$ cat config.mk
export PLATFORM = sky130hd
export DESIGN_NAME = ddr_axi_memtest_ctrl_flat
export DESIGN_NICKNAME = d
export VERILOG_FILES = /design/src/rtl/ddr_axi_memtest_ctrl_if.sv /design/src/rtl/ddr_axi_memtest_ctrl.sv /design/src/flat_wrapper.sv
export SDC_FILE = /design/constraint.sdc
export NUM_CORES = 1
export LEC_CHECK = 0
export CAP_MARGIN = 20
export CELL_PAD_IN_SITES_DETAIL_PLACEMENT = 1
export CELL_PAD_IN_SITES_GLOBAL_PLACEMENT = 1
export CORE_ASPECT_RATIO = 1.1
export CORE_MARGIN = 2
export CORE_UTILIZATION = 30
export CTS_CLUSTER_DIAMETER = 100
export CTS_CLUSTER_SIZE = 25
export DETAILED_ROUTE_END_ITERATION = 6
export HOLD_SLACK_MARGIN = 0.08
export PLACE_DENSITY = 0.75
export SLEW_MARGIN = 20
export SYNTH_ARGS = -nofsm -noshare
export SYNTH_HDL_FRONTEND = slang
export SYNTH_SLANG_ARGS = --single-unit
$ cat constraint.sdc
create_clock -name ui_clk -period 3.35 [get_ports ui_clk]
set_clock_uncertainty 0.2 [all_clocks]
set_input_delay 0.67 -clock ui_clk [delete_from_list [all_inputs] [get_ports ui_clk]]
set_output_delay 0.67 -clock ui_clk [all_outputs]
set_load 0.05 [all_outputs]
$ cat src/rtl/ddr_axi_memtest_ctrl_if.sv
`default_nettype none
// ============================================================================
//  Module      : ddr_axi_memtest_ctrl_if
//  Description : AXI4 bundle between the memory-test sequencer (master) and
//                the MIG DDR3 AXI slave port. Carries all five channels.
//  Ports       : none (signal bundle only)
//                master modport : drives AW/W/AR payload + valids, bready,
//                                 rready; receives readies and B/R payload
//                slave modport  : the mirror image
//  Revision    : 1.0 - initial release
// ============================================================================
interface ddr_axi_memtest_ctrl_if #(
    parameter int ADDR_WIDTH = 30,
    parameter int DATA_WIDTH = 32,
    parameter int ID_WIDTH   = 4
) ();
    // write address channel
    logic [ID_WIDTH-1:0]     awid;
    logic [ADDR_WIDTH-1:0]   awaddr;
    logic [7:0]              awlen;
    logic [2:0]              awsize;
    logic [1:0]              awburst;
    logic                    awlock;
    logic [3:0]              awcache;
    logic [2:0]              awprot;
    logic [3:0]              awqos;
    logic                    awvalid;
    logic                    awready;
    // write data channel
    logic [DATA_WIDTH-1:0]   wdata;
    logic [DATA_WIDTH/8-1:0] wstrb;
    logic                    wlast;
    logic                    wvalid;
    logic                    wready;
    // write response channel
    logic [ID_WIDTH-1:0]     bid;
    logic [1:0]              bresp;
    logic                    bvalid;
    logic                    bready;
    // read address channel
    logic [ID_WIDTH-1:0]     arid;
    logic [ADDR_WIDTH-1:0]   araddr;
    logic [7:0]              arlen;
    logic [2:0]              arsize;
    logic [1:0]              arburst;
    logic                    arlock;
    logic [3:0]              arcache;
    logic [2:0]              arprot;
    logic [3:0]              arqos;
    logic                    arvalid;
    logic                    arready;
    // read data channel
    logic [ID_WIDTH-1:0]     rid;
    logic [DATA_WIDTH-1:0]   rdata;
    logic [1:0]              rresp;
    logic                    rlast;
    logic                    rvalid;
    logic                    rready;

    modport master (
        output awid, awaddr, awlen, awsize, awburst, awlock, awcache, awprot, awqos, awvalid,
        input  awready,
        output wdata, wstrb, wlast, wvalid,
        input  wready,
        input  bid, bresp, bvalid,
        output bready,
        output arid, araddr, arlen, arsize, arburst, arlock, arcache, arprot, arqos, arvalid,
        input  arready,
        input  rid, rdata, rresp, rlast, rvalid,
        output rready
    );

    modport slave (
        input  awid, awaddr, awlen, awsize, awburst, awlock, awcache, awprot, awqos, awvalid,
        output awready,
        input  wdata, wstrb, wlast, wvalid,
        output wready,
        output bid, bresp, bvalid,
        input  bready,
        input  arid, araddr, arlen, arsize, arburst, arlock, arcache, arprot, arqos, arvalid,
        output arready,
        output rid, rdata, rresp, rlast, rvalid,
        input  rready
    );
endinterface
`default_nettype wire

$ cat src/rtl/ddr_axi_memtest_ctrl.sv
`default_nettype none
// ============================================================================
//  Module      : ddr_axi_memtest_ctrl
//  Description : AXI4 master that runs a write-then-readback test over the
//                MIG DDR3 slave port. Writes NUM_BURSTS INCR bursts of the
//                pattern (byte address XOR seed), reads them back, compares
//                every beat and reports pass/fail, error count and the first
//                failing byte address.
//  Ports       : ui_clk              - MIG user clock (sole clock)
//                ui_clk_sync_rst     - synchronous active-high reset
//                init_calib_complete - MIG calibration done
//                start               - one-cycle pulse, begins a pass
//                seed                - pattern seed, sampled at start
//                m_axi               - AXI4 master bundle
//                busy/done/pass      - test status
//                err_count           - saturating error count
//                first_err_addr      - byte address of the first error
//  Revision    : 1.0 - initial release
// ============================================================================
module ddr_axi_memtest_ctrl #(
    parameter int                    ADDR_WIDTH = 30,
    parameter int                    DATA_WIDTH = 32,
    parameter int                    BURST_LEN  = 16,
    parameter logic [ADDR_WIDTH-1:0] START_ADDR = '0,
    parameter int                    NUM_BURSTS = 1024
) (
    input  wire logic                  ui_clk,
    input  wire logic                  ui_clk_sync_rst,
    input  wire logic                  init_calib_complete,
    input  wire logic                  start,
    input  wire logic [31:0]           seed,
    ddr_axi_memtest_ctrl_if.master     m_axi,
    output logic                       busy,
    output logic                       done,
    output logic                       pass,
    output logic [15:0]                err_count,
    output logic [ADDR_WIDTH-1:0]      first_err_addr
);

    localparam int                    BCW         = (NUM_BURSTS > 1) ? $clog2(NUM_BURSTS) : 1;
    localparam logic [7:0]            LAST_BEAT   = 8'(BURST_LEN - 1);
    localparam logic [BCW-1:0]        LAST_BURST  = BCW'(NUM_BURSTS - 1);
    localparam logic [ADDR_WIDTH-1:0] BURST_BYTES = ADDR_WIDTH'(BURST_LEN * 4);

    typedef enum logic [2:0] {
        S_IDLE     = 3'd0,
        S_WAIT_CAL = 3'd1,
        S_WR_ADDR  = 3'd2,
        S_WR_DATA  = 3'd3,
        S_WR_RESP  = 3'd4,
        S_RD_ADDR  = 3'd5,
        S_RD_DATA  = 3'd6,
        S_DONE     = 3'd7
    } state_t;

    state_t                  state;
    state_t                  state_next;

    logic [ADDR_WIDTH-1:0]   base_addr;
    logic [BCW-1:0]          burst_cnt;
    logic [7:0]              beat_cnt;
    logic [DATA_WIDTH-1:0]   seed_q;

    logic                    aw_valid;
    logic                    w_valid;
    logic                    w_last;
    logic                    b_ready;
    logic                    ar_valid;
    logic                    r_ready;

    logic [ADDR_WIDTH-1:0]   beat_addr;
    logic [DATA_WIDTH-1:0]   pattern;
    logic                    start_accept;
    logic                    aw_hs;
    logic                    w_hs;
    logic                    b_hs;
    logic                    ar_hs;
    logic                    r_hs;
    logic                    at_last_beat;
    logic                    at_last_burst;
    logic                    rd_bad;
    logic                    err_event;
    logic [ADDR_WIDTH-1:0]   err_addr;

    // IDs are fixed at zero, so returned IDs carry no information.
    logic                    unused_ids;
    assign unused_ids = ^{m_axi.bid, m_axi.rid};

    // ------------------------------------------------------------------
    // Beat address and expected pattern; both derive only from registers
    // that move on handshakes, so W payload is stable under backpressure.
    // ------------------------------------------------------------------
    assign beat_addr     = base_addr + ADDR_WIDTH'({beat_cnt, 2'b00});
    assign pattern       = DATA_WIDTH'(beat_addr) ^ seed_q;

    assign start_accept  = (state == S_IDLE) && start;
    assign aw_hs         = (state == S_WR_ADDR) && m_axi.awready;
    assign w_hs          = (state == S_WR_DATA) && m_axi.wready;
    assign b_hs          = (state == S_WR_RESP) && m_axi.bvalid;
    assign ar_hs         = (state == S_RD_ADDR) && m_axi.arready;
    assign r_hs          = (state == S_RD_DATA) && m_axi.rvalid;
    assign at_last_beat  = (beat_cnt == LAST_BEAT);
    assign at_last_burst = (burst_cnt == LAST_BURST);
    assign rd_bad        = (m_axi.rdata != pattern) || (m_axi.rresp != 2'b00);

    // A bad write response is charged to the burst base; a bad read beat to
    // its own byte address. At most one error per beat.
    assign err_event     = (b_hs && (m_axi.bresp != 2'b00)) || (r_hs && rd_bad);
    assign err_addr      = (state == S_RD_DATA) ? beat_addr : base_addr;

    // ------------------------------------------------------------------
    // FSM state register
    // ------------------------------------------------------------------
    always_ff @(posedge ui_clk) begin
        if (ui_clk_sync_rst) begin
            state <= S_IDLE;
        end else begin
            state <= state_next;
        end
    end

    // ------------------------------------------------------------------
    // FSM next state and channel control
    // ------------------------------------------------------------------
    always_comb begin
        state_next = state;
        aw_valid   = 1'b0;
        w_valid    = 1'b0;
        w_last     = 1'b0;
        b_ready    = 1'b0;
        ar_valid   = 1'b0;
        r_ready    = 1'b0;
        case (state)
            S_IDLE: begin
                if (start) state_next = S_WAIT_CAL;
            end
            S_WAIT_CAL: begin
                if (init_calib_complete) state_next = S_WR_ADDR;
            end
            S_WR_ADDR: begin
                aw_valid = 1'b1;
                if (aw_hs) state_next = S_WR_DATA;
            end
            S_WR_DATA: begin
                w_valid = 1'b1;
                w_last  = at_last_beat;
                if (w_hs && at_last_beat) state_next = S_WR_RESP;
            end
            S_WR_RESP: begin
                b_ready = 1'b1;
                if (b_hs) state_next = at_last_burst ? S_RD_ADDR : S_WR_ADDR;
            end
            S_RD_ADDR: begin
                ar_valid = 1'b1;
                if (ar_hs) state_next = S_RD_DATA;
            end
            S_RD_DATA: begin
                r_ready = 1'b1;
                if (r_hs && m_axi.rlast) state_next = at_last_burst ? S_DONE : S_RD_ADDR;
            end
            S_DONE: begin
                state_next = S_IDLE;
            end
            default: begin
                state_next = S_IDLE;
            end
        endcase
    end

    // ------------------------------------------------------------------
    // Burst/beat bookkeeping and status flags
    // ------------------------------------------------------------------
    always_ff @(posedge ui_clk) begin
        if (ui_clk_sync_rst) begin
            base_addr <= START_ADDR;
            burst_cnt <= '0;
            beat_cnt  <= '0;
            seed_q    <= '0;
            busy      <= 1'b0;
            done      <= 1'b0;
            pass      <= 1'b0;
        end else begin
            case (state)
                S_IDLE: begin
                    if (start) begin
                        seed_q    <= DATA_WIDTH'(seed);
                        base_addr <= START_ADDR;
                        burst_cnt <= '0;
                        beat_cnt  <= '0;
                        busy      <= 1'b1;
                        done      <= 1'b0;
                        pass      <= 1'b0;
                    end
                end
                S_WR_DATA: begin
                    if (w_hs) beat_cnt <= at_last_beat ? 8'd0 : beat_cnt + 8'd1;
                end
                S_WR_RESP: begin
                    if (b_hs) begin
                        // Rewind to the start address for the read phase.
                        if (at_last_burst) begin
                            base_addr <= START_ADDR;
                            burst_cnt <= '0;
                        end else begin
                            base_addr <= base_addr + BURST_BYTES;
                            burst_cnt <= burst_cnt + BCW'(1);
                        end
                    end
                end
                S_RD_DATA: begin
                    if (r_hs) begin
                        // rlast ends the burst whatever beat it arrives on.
                        if (m_axi.rlast) begin
                            beat_cnt <= 8'd0;
                            if (!at_last_burst) begin
                                base_addr <= base_addr + BURST_BYTES;
                                burst_cnt <= burst_cnt + BCW'(1);
                            end
                        end else begin
                            beat_cnt <= beat_cnt + 8'd1;
                        end
                    end
                end
                S_DONE: begin
                    busy <= 1'b0;
                    done <= 1'b1;
                    pass <= (err_count == 16'd0);
                end
                default: begin
                end
            endcase
        end
    end

    // ------------------------------------------------------------------
    // Error counter (saturating) and first failing address
    // ------------------------------------------------------------------
    always_ff @(posedge ui_clk) begin
        if (ui_clk_sync_rst) begin
            err_count      <= 16'd0;
            first_err_addr <= '0;
        end else if (start_accept) begin
            err_count      <= 16'd0;
            first_err_addr <= '0;
        end else if (err_event) begin
            if (err_count == 16'd0) first_err_addr <= err_addr;
            if (err_count != 16'hFFFF) err_count <= err_count + 16'd1;
        end
    end

    // ------------------------------------------------------------------
    // AXI outputs
    // ------------------------------------------------------------------
    assign m_axi.awid    = '0;
    assign m_axi.awaddr  = base_addr;
    assign m_axi.awlen   = LAST_BEAT;
    assign m_axi.awsize  = 3'b010;
    assign m_axi.awburst = 2'b01;
    assign m_axi.awlock  = 1'b0;
    assign m_axi.awcache = 4'b0011;
    assign m_axi.awprot  = 3'b000;
    assign m_axi.awqos   = 4'h0;
    assign m_axi.awvalid = aw_valid;

    assign m_axi.wdata   = pattern;
    assign m_axi.wstrb   = '1;
    assign m_axi.wlast   = w_last;
    assign m_axi.wvalid  = w_valid;

    assign m_axi.bready  = b_ready;

    assign m_axi.arid    = '0;
    assign m_axi.araddr  = base_addr;
    assign m_axi.arlen   = LAST_BEAT;
    assign m_axi.arsize  = 3'b010;
    assign m_axi.arburst = 2'b01;
    assign m_axi.arlock  = 1'b0;
    assign m_axi.arcache = 4'b0011;
    assign m_axi.arprot  = 3'b000;
    assign m_axi.arqos   = 4'h0;
    assign m_axi.arvalid = ar_valid;

    assign m_axi.rready  = r_ready;

endmodule
`default_nettype wire
$ cat src/flat_wrapper.sv
// flat-port wrapper written by rule: the top's interface ports become plain ports
module ddr_axi_memtest_ctrl_flat 
#(
    parameter int                    ADDR_WIDTH = 30,
    parameter int                    DATA_WIDTH = 32,
    parameter int                    BURST_LEN  = 16,
    parameter logic [ADDR_WIDTH-1:0] START_ADDR = '0,
    parameter int                    NUM_BURSTS = 1024
)
  (ui_clk, ui_clk_sync_rst, init_calib_complete, start, seed, busy, done, pass, err_count, first_err_addr, m_axi_awid, m_axi_awaddr, m_axi_awlen, m_axi_awsize, m_axi_awburst, m_axi_awlock, m_axi_awcache, m_axi_awprot, m_axi_awqos, m_axi_awvalid, m_axi_awready, m_axi_wdata, m_axi_wstrb, m_axi_wlast, m_axi_wvalid, m_axi_wready, m_axi_bid, m_axi_bresp, m_axi_bvalid, m_axi_bready, m_axi_arid, m_axi_araddr, m_axi_arlen, m_axi_arsize, m_axi_arburst, m_axi_arlock, m_axi_arcache, m_axi_arprot, m_axi_arqos, m_axi_arvalid, m_axi_arready, m_axi_rid, m_axi_rdata, m_axi_rresp, m_axi_rlast, m_axi_rvalid, m_axi_rready);
  ddr_axi_memtest_ctrl_if #(.ADDR_WIDTH(ADDR_WIDTH), .DATA_WIDTH(DATA_WIDTH)) m_axi_i ();
  input  wire logic ui_clk;
  input  wire logic ui_clk_sync_rst;
  input  wire logic init_calib_complete;
  input  wire logic start;
  input  wire logic [31:0] seed;
  output logic busy;
  output logic done;
  output logic pass;
  output logic [15:0] err_count;
  output logic [ADDR_WIDTH-1:0] first_err_addr;
  output wire logic [$bits(m_axi_i.awid)-1:0] m_axi_awid;
  output wire logic [$bits(m_axi_i.awaddr)-1:0] m_axi_awaddr;
  output wire logic [$bits(m_axi_i.awlen)-1:0] m_axi_awlen;
  output wire logic [$bits(m_axi_i.awsize)-1:0] m_axi_awsize;
  output wire logic [$bits(m_axi_i.awburst)-1:0] m_axi_awburst;
  output wire logic [$bits(m_axi_i.awlock)-1:0] m_axi_awlock;
  output wire logic [$bits(m_axi_i.awcache)-1:0] m_axi_awcache;
  output wire logic [$bits(m_axi_i.awprot)-1:0] m_axi_awprot;
  output wire logic [$bits(m_axi_i.awqos)-1:0] m_axi_awqos;
  output wire logic [$bits(m_axi_i.awvalid)-1:0] m_axi_awvalid;
  input wire logic [$bits(m_axi_i.awready)-1:0] m_axi_awready;
  output wire logic [$bits(m_axi_i.wdata)-1:0] m_axi_wdata;
  output wire logic [$bits(m_axi_i.wstrb)-1:0] m_axi_wstrb;
  output wire logic [$bits(m_axi_i.wlast)-1:0] m_axi_wlast;
  output wire logic [$bits(m_axi_i.wvalid)-1:0] m_axi_wvalid;
  input wire logic [$bits(m_axi_i.wready)-1:0] m_axi_wready;
  input wire logic [$bits(m_axi_i.bid)-1:0] m_axi_bid;
  input wire logic [$bits(m_axi_i.bresp)-1:0] m_axi_bresp;
  input wire logic [$bits(m_axi_i.bvalid)-1:0] m_axi_bvalid;
  output wire logic [$bits(m_axi_i.bready)-1:0] m_axi_bready;
  output wire logic [$bits(m_axi_i.arid)-1:0] m_axi_arid;
  output wire logic [$bits(m_axi_i.araddr)-1:0] m_axi_araddr;
  output wire logic [$bits(m_axi_i.arlen)-1:0] m_axi_arlen;
  output wire logic [$bits(m_axi_i.arsize)-1:0] m_axi_arsize;
  output wire logic [$bits(m_axi_i.arburst)-1:0] m_axi_arburst;
  output wire logic [$bits(m_axi_i.arlock)-1:0] m_axi_arlock;
  output wire logic [$bits(m_axi_i.arcache)-1:0] m_axi_arcache;
  output wire logic [$bits(m_axi_i.arprot)-1:0] m_axi_arprot;
  output wire logic [$bits(m_axi_i.arqos)-1:0] m_axi_arqos;
  output wire logic [$bits(m_axi_i.arvalid)-1:0] m_axi_arvalid;
  input wire logic [$bits(m_axi_i.arready)-1:0] m_axi_arready;
  input wire logic [$bits(m_axi_i.rid)-1:0] m_axi_rid;
  input wire logic [$bits(m_axi_i.rdata)-1:0] m_axi_rdata;
  input wire logic [$bits(m_axi_i.rresp)-1:0] m_axi_rresp;
  input wire logic [$bits(m_axi_i.rlast)-1:0] m_axi_rlast;
  input wire logic [$bits(m_axi_i.rvalid)-1:0] m_axi_rvalid;
  output wire logic [$bits(m_axi_i.rready)-1:0] m_axi_rready;
  assign m_axi_awid = m_axi_i.awid;
  assign m_axi_awaddr = m_axi_i.awaddr;
  assign m_axi_awlen = m_axi_i.awlen;
  assign m_axi_awsize = m_axi_i.awsize;
  assign m_axi_awburst = m_axi_i.awburst;
  assign m_axi_awlock = m_axi_i.awlock;
  assign m_axi_awcache = m_axi_i.awcache;
  assign m_axi_awprot = m_axi_i.awprot;
  assign m_axi_awqos = m_axi_i.awqos;
  assign m_axi_awvalid = m_axi_i.awvalid;
  assign m_axi_i.awready = m_axi_awready;
  assign m_axi_wdata = m_axi_i.wdata;
  assign m_axi_wstrb = m_axi_i.wstrb;
  assign m_axi_wlast = m_axi_i.wlast;
  assign m_axi_wvalid = m_axi_i.wvalid;
  assign m_axi_i.wready = m_axi_wready;
  assign m_axi_i.bid = m_axi_bid;
  assign m_axi_i.bresp = m_axi_bresp;
  assign m_axi_i.bvalid = m_axi_bvalid;
  assign m_axi_bready = m_axi_i.bready;
  assign m_axi_arid = m_axi_i.arid;
  assign m_axi_araddr = m_axi_i.araddr;
  assign m_axi_arlen = m_axi_i.arlen;
  assign m_axi_arsize = m_axi_i.arsize;
  assign m_axi_arburst = m_axi_i.arburst;
  assign m_axi_arlock = m_axi_i.arlock;
  assign m_axi_arcache = m_axi_i.arcache;
  assign m_axi_arprot = m_axi_i.arprot;
  assign m_axi_arqos = m_axi_i.arqos;
  assign m_axi_arvalid = m_axi_i.arvalid;
  assign m_axi_i.arready = m_axi_arready;
  assign m_axi_i.rid = m_axi_rid;
  assign m_axi_i.rdata = m_axi_rdata;
  assign m_axi_i.rresp = m_axi_rresp;
  assign m_axi_i.rlast = m_axi_rlast;
  assign m_axi_i.rvalid = m_axi_rvalid;
  assign m_axi_rready = m_axi_i.rready;
  ddr_axi_memtest_ctrl #(.ADDR_WIDTH(ADDR_WIDTH), .DATA_WIDTH(DATA_WIDTH), .BURST_LEN(BURST_LEN), .START_ADDR(START_ADDR), .NUM_BURSTS(NUM_BURSTS)) u_core (.ui_clk(ui_clk), .ui_clk_sync_rst(ui_clk_sync_rst), .init_calib_complete(init_calib_complete), .start(start), .seed(seed), .m_axi(m_axi_i), .busy(busy), .done(done), .pass(pass), .err_count(err_count), .first_err_addr(first_err_addr));
endmodule
==> results.json, run 1 <==
{
  "status": "finished, violations left",
  "violations": "negative setup slack",
  "routed-via-count": 8455,
  "worstMarginPinSlew_ns": 0.728,
  "fin_area_mm2": 0.0127,
  "synthCells": 1047,
  "pin_count": 295,
  "dr.pass1.iters": 4,
  "final_hold_viol_count": 0,
  "setup_violations": 17,
  "gr-total-overflow": 0,
  "synth_cell_types": 72,
  "initial_core_util": 0.303,
  "final_cell_mix": "clkdlybuf4s50_1, nand2_1, buf_4, dfxtp_1, conb_1",
  "cp_max_fo": 6,
  "fmax_mhz": 295,
  "nFillCells": 3235,
  "fp.dieW_um": 163,
  "syn2layout_area_growth_pct": 51.5,
  "timing.final.crit_share": 1.01,
  "post-dp-hpwl_um": 24700,
  "whs_ns": 0.262,
  "yosysSeqAreaShare": 0.297,
  "detail-route-antenna-nets": 0,
  "grt_setup_unrepaired": "true",
  "antenna_found_initial": 1,
  "drt_iter0_drc": 490,
  "holdCritPathClass": "flip-flop to flip-flop",
  "synth_edf_count": 0,
  "slew_headroom": 0.514,
  "grt_pass1_wl_um": 48300,
  "placed_cell_area_mm2": 0.0115,
  "routed_wl_um": 32900,
  "power.density_mw_per_mm2": 537,
  "yosysTopAreaCell": "dfxtp_1",
  "crit_required_ns": 3.50,
  "avgRoutedWirePerCell_um": 19.2,
  "grt_pass1_vias": 8525,
  "cts-root-buf": "clkbuf_16",
  "hp-start": "u_core.first_err_addr[11]$_SDFFE_PP0P_",
  "final_common_cell": "clkdlybuf4s50_1",
  "slew_viol_final": 0,
  "core-area_mm2": 0.0276,
  "crit_path_end_kind": "flip-flop",
  "grt.total_usage": 0.218,
  "setup_ws_ns": -0.0408,
  "startpoint_type": "flip-flop",
  "setup_tns_ns": -0.313,
  "cts_max_level": 4,
  "yosys_register_bits": 124,
  "fin_util": 0.459,
  "synth_area_mm2": 0.00837,
  "ys_warn_count": 0,
  "period_needed_ns": 3.39,
  "die-area_mm2": 0.0292,
  "reg2reg_slack_ns": -0.04,
  "fin_nets": 1428,
  "criticalPathCategory": "flip-flop to flip-flop",
  "dieHeight_um": 179,
  "grt_max_degree": 41,
  "drive_gt1_frac": 0.222,
  "drc_errors": 0,
  "cts_buffer_depth": 2,
  "finalWeightedCongestion": 0.954,
  "placement.io_buffers": 210,
  "timing.rr.start": "u_core.beat_cnt[5]$_SDFFE_PP0P_",
  "vdd.ir_drop.worst_mv": 0.338,
  "async_flop_share": 0,
  "synth_top_area_share": 0.297,
  "ys.flop_type": "dfxtp_1",
  "numCtsBuffers": 17,
  "num_rows": 64,
  "synth.avg_cell_area_um2": 7.99,
  "path_clk_slew_ns": 0.07,
  "power.leakage_nw": 5.15,
  "cts_tree": "yes",
  "clk_latency_ns": 0.44,
  "drv_cap": 0,
  "ctsHoldBuffers": 0,
  "cts.sink_count": 124,
  "crit_start": "u_core.beat_cnt[5]$_SDFFE_PP0P_",
  "cp_data_arrival_time_ns": 3.54,
  "via_per_inst": 4.94,
  "yosys-top-cells-area": "dfxtp_1, buf_4, nand2_1"
}
[synthesized netlist by cell type, types with 10 or more instances]
cell type and number:
mux2i_1 34, xnor3_1 11, nor3_1 21, nand3_1 33
or4_1 10, dfxtp_1 124, xnor2_1 61, nor4_1 12
inv_1 12, buf_4 108, nand2_1 182, nand4_1 27
clkbuf_1 31, nor2_1 76, a21oi_1 78, o21ai_0 15
xor2_1 59, or3_1 13, buf_2 19
[flip-flops by register name, indices dropped and copies added (netlist names)]
register / cells
u_core.m_axi.araddr: 24
u_core.pass: 1
u_core.beat_cnt: 8
u_core.burst_cnt: 10
u_core.seed_q: 32
u_core.busy: 1
u_core.state: 3
u_core.done: 1
u_core.err_count: 16
u_core.first_err_addr: 28
[logic make-up (layout without fill, tap and decap cells)]
group	after synthesis	count (layout)	share of synthesized area
muxes	35	35	0.0420
other	2	77	0.000898
buffers and inverters	176	401	0.137
adders and majority gates	9	9	0.0135
xor gates and xnor gates	131	131	0.155
AOI/OAI and AO/OA	147	147	0.110
DFF	124	124	0.297
and+or+nand+nor	423	423	0.244
[timing repair]
| action | 4_1_cts | 5_1_grt |
|---|---|---|
| resized for setup | 27 | 35 |
| pin swaps | 13 | 20 |
| buffers inserted | 5 | 6 |
| gates cloned | 2 | 2 |
| setup endpoints to repair | 57 | 49 |
[worst max-delay path, cell delays in order, from the launching register on]
cell and delay [ns]:
dfxtp_2 0.34, ha_4 0.26, a21oi_4 0.19, buf_12 0.15
o2bb2ai_4 0.09, buf_6 0.14, buf_4 0.13, nand3b_1 0.12
a21oi_2 0.09, a2111oi_2 0.33, buf_4 0.18, nand4_1 0.14
nor3_4 0.29, or3_4 0.26, buf_12 0.16, mux2i_2 0.22
[power by group]
group | total, mW | switching (mW) | leakage, nW | internal, mW
Combinational | 3.05 | 1.90 | 3.83 | 1.15
Sequential | 1.74 | 0.124 | 1.01 | 1.61
Clock | 2.02 | 0.820 | 0.302 | 1.20
[area by class of cell]
cell class / count / area [um2] / share of cell area
clock inverters: 15 / 200 / 0.0158
clock buffers: 17 / 425 / 0.0336
well taps: 363 / 454 / 0.0358
inverters: 12 / 45.0 / 0.00355
diodes: 1 / 2.50 / 0.000197
multi-input cells: 821 / 5510 / 0.435
flip-flops and latches: 124 / 2500 / 0.198
repair buffers: 357 / 3530 / 0.279
[layer usage]
layer  vias up  share of wire  GRT usage
met1      4130           0.42      0.271
li1       3971              -          -
met3        61          0.049     0.0363
met4         0          0.031     0.0841
met5         -              0          0
met2       293           0.50      0.376
[through the flow]
stage	instances	power, mW	worst slack [ns]
2_1_floorplan	1121	3.63	0.0144
3_3_place_gp	1663	4.69	-0.302
4_1_cts	1702	6.82	0.000179
6_report	1710	6.81	-0.0408
5_1_grt	1710	7.13	-0.151
3_5_place_dp	1663	4.74	-0.495
[path summary, 6_finish.rpt]
path,endpoint,cells after the start
setup / recovery,u_core.first_err_addr[14]$_SDFFE_PP0P_,15
hold reg to reg,u_core.first_err_addr[11]$_SDFFE_PP0P_,2
setup reg to reg,u_core.first_err_addr[14]$_SDFFE_PP0P_,15
hold / removal,u_core.first_err_addr[11]$_SDFFE_PP0P_,2
(Power assumes the default switching activity.)
==> run 2: changes to the inputs <==
--- a/config.mk
+++ b/config.mk
@@ -16,6 +16,7 @@
 export DETAILED_ROUTE_END_ITERATION = 6
 export HOLD_SLACK_MARGIN = 0.08
 export PLACE_DENSITY = 0.75
+export SETUP_SLACK_MARGIN = 0.1
 export SLEW_MARGIN = 20
 export SYNTH_ARGS = -nofsm -noshare
 export SYNTH_HDL_FRONTEND = slang
==> run 2 against run 1 <==
Net effect:
- the flow still finishes with violations (negative setup slack)
- sequential share of layout area decreased by 0.31 points
- utilization increased by 0.95 points
- worst hold slack got worse by 0.0027 ns
- combinational power about the same
- critical path depth decreased by 2
- cell count increased by 0.47%
- design area increased by 2.1%
- sequential cell count unchanged
- via count decreased by 0.13%
- critical path type unchanged
==> results.json, run 2 (same netlist as run 1, synthesis figures left out) <==
{
  "p_sw_frac": 0.412,
  "core-area_mm2": 0.0276,
  "p_sw_mw": 2.79,
  "fp.dieW_um": 163,
  "fin_nets": 1437,
  "placement.io_buffers": 210,
  "detail-route-antenna-nets": 0,
  "power.leakage_nw": 5.26,
  "fmax_mhz": 294,
  "die-area_mm2": 0.0292,
  "worstMarginPinSlew_ns": 0.662,
  "routed_wl_um": 33500,
  "holdCritPathClass": "flip-flop to flip-flop",
  "status": "finished, violations left",
  "final_hold_viol_count": 0,
  "fin_area_mm2": 0.0129,
  "dr.pass1.iters": 4,
  "p_comb_frac": 0.452,
  "grt_util_met1": 0.270,
  "slew_headroom": 0.557,
  "met2_usage": 0.385,
  "power_frac_seq": 0.257,
  "clkPwrFrac": 0.290,
  "regMostFlops": "u_core.seed_q",
  "routed-via-count": 8444,
  "via_per_inst": 4.92,
  "grt.total_usage": 0.222,
  "post-dp-hpwl_um": 24700,
  "cts_buffer_depth": 2,
  "drt_iter0_drc": 554,
  "setup_tns_ns": -0.536,
  "cts.sink_count": 124,
  "use_met3": 0.0363,
  "setup_ws_ns": -0.0478,
  "drive_gt1_frac": 0.238,
  "finalWeightedCongestion": 0.952,
  "antennaDiodeCount": 0,
  "cts_max_level": 4,
  "p_int_mw": 3.98,
  "period_needed_ns": 3.40,
  "cts-root-buf": "clkbuf_16",
  "num_rows": 64,
  "crit_path_end_kind": "flip-flop",
  "cp_data_arrival_time_ns": 3.56,
  "avgRoutedWirePerCell_um": 19.5,
  "grt_setup_unrepaired": "true",
  "placed_cell_area_mm2": 0.0116,
  "dieHeight_um": 179,
  "initial_core_util": 0.303,
  "crit_required_ns": 3.52,
  "grt_pass1_wl_um": 49200,
  "power.density_mw_per_mm2": 523,
  "nFillCells": 3202,
  "fin_cells": 1718,
  "violations": "negative setup slack",
  "vdd.ir_drop.worst_mv": 0.317,
  "busiest_layer": "met2",
  "path_clk_slew_ns": 0.07,
  "startpoint_type": "flip-flop",
  "whs_ns": 0.259,
  "drv_cap": 0,
  "pin_count": 295,
  "slew_viol_final": 0,
  "cp_max_fo": 8,
  "syn2layout_area_growth_pct": 54.7,
  "largest_register_ffs": 32,
  "cts_tree": "yes",
  "grt_max_degree": 45,
  "setup_violations": 26,
  "place_inst": 1662,
  "reg2reg_slack_ns": -0.05,
  "final_common_cell": "clkdlybuf4s50_1",
  "gr-total-overflow": 0,
  "numCtsBuffers": 17,
  "criticalPathCategory": "flip-flop to flip-flop",
  "antenna_found_initial": 0,
  "drc_errors": 0,
  "dp_slack_ns": -0.421,
  "grt_pass1_vias": 8689,
  "clk_latency_ns": 0.43,
  "final_cell_mix": "clkdlybuf4s50_1, nand2_1, buf_4, dfxtp_1, conb_1",
  "timing.final.crit_share": 1.01
}
==> run 2: cell count changes in the layout (fill, tap and decap cells not counted), moves of 4 or more <==
| cell | before | now |
|---|---|---|
| xnor2_1 | 47 | 43 |
| dfxtp_1 | 113 | 106 |
| buf_4 | 139 | 143 |
| o21ai_2 | 0 | 6 |
| o21ai_1 | 7 | 1 |
| inv_6 | 6 | 1 |
| buf_6 | 5 | 9 |
| clkinv_4 | 1 | 5 |
| mux2i_1 | 30 | 34 |
| o31ai_4 | 2 | 7 |
| o31ai_1 | 7 | 2 |
| dfxtp_2 | 8 | 14 |
==> run 2: layer usage <==
layer,share of wire,vias up
met5,0,-
met4,0.039,0
met3,0.047,67
met2,0.50,270
met1,0.41,4110
li1,-,3997
==> run 2: final timing paths <==
kind                                          startpoint                                      to  cells past startpoint
setup / recovery         u_core.beat_cnt[5]$_SDFFE_PP0P_       u_core.err_count[13]$_SDFFE_PP0P_                     13
hold / removal    u_core.first_err_addr[15]$_SDFFE_PP0P_  u_core.first_err_addr[15]$_SDFFE_PP0P_                      2
setup reg to reg         u_core.beat_cnt[5]$_SDFFE_PP0P_       u_core.err_count[13]$_SDFFE_PP0P_                     13
hold reg to reg   u_core.first_err_addr[15]$_SDFFE_PP0P_  u_core.first_err_addr[15]$_SDFFE_PP0P_                      2
==> run 2: layout make-up <==
| class | count | area [um2] | area share |
|---|---|---|---|
| multi-input combinational | 821 | 5650 | 0.437 |
| tap | 363 | 454 | 0.0351 |
| clock inverter | 11 | 133 | 0.0103 |
| sequential | 124 | 2510 | 0.194 |
| inverter | 12 | 45.0 | 0.00348 |
| clock buffer | 21 | 492 | 0.0380 |
| timing repair buffer | 366 | 3650 | 0.282 |
==> run 2: power by group through the flow <==
stage	logic, mW	registers [mW]	clock network, mW
floorplan	1.88	1.76	0
global placement	2.95	1.76	0
detailed placement	2.98	1.77	0
CTS	3.05	1.74	1.99
global route	3.26	1.76	2.06
finish	3.06	1.74	1.97
==> run 2: repair_timing <==
item	CTS	global route
hold buffers	0	0
setup buffers	18	4
setup endpoints to repair	58	56
hold endpoints to repair	0	0
pin swaps	30	32
resized for setup	46	38
gates cloned	4	1
==> run 2: critical path, cell delays in order (launching register included) <==
cell and delay, ns:
dfxtp_2 0.34, ha_4 0.26, a21oi_4 0.24, buf_6 0.16
o21a_1 0.19, a211oi_4 0.08, buf_4 0.16, or3b_2 0.44
nand4_1 0.22, nor3_4 0.10, buf_6 0.15, clkbuf_16 0.15
or4_1 0.52, a21oi_1 0.13
==> run 2: per-stage QoR <==
step                      power (mW)   util
after floorplan                 3.64      -
after global placement          4.71  0.419
after detailed placement        4.75  0.419
after CTS                       6.78  0.460
after global routing            7.08  0.468
final                           6.77  0.468
==> run 3: changes to the inputs <==
--- a/config.mk
+++ b/config.mk
@@ -5,7 +5,6 @@
 export SDC_FILE = /design/constraint.sdc
 export NUM_CORES = 1
 export LEC_CHECK = 0
-export CAP_MARGIN = 20
 export CELL_PAD_IN_SITES_DETAIL_PLACEMENT = 1
 export CELL_PAD_IN_SITES_GLOBAL_PLACEMENT = 1
 export CORE_ASPECT_RATIO = 1.1
==> results of run 3 <==
The final DEF is identical to that of run 2; final timing and power are the same.
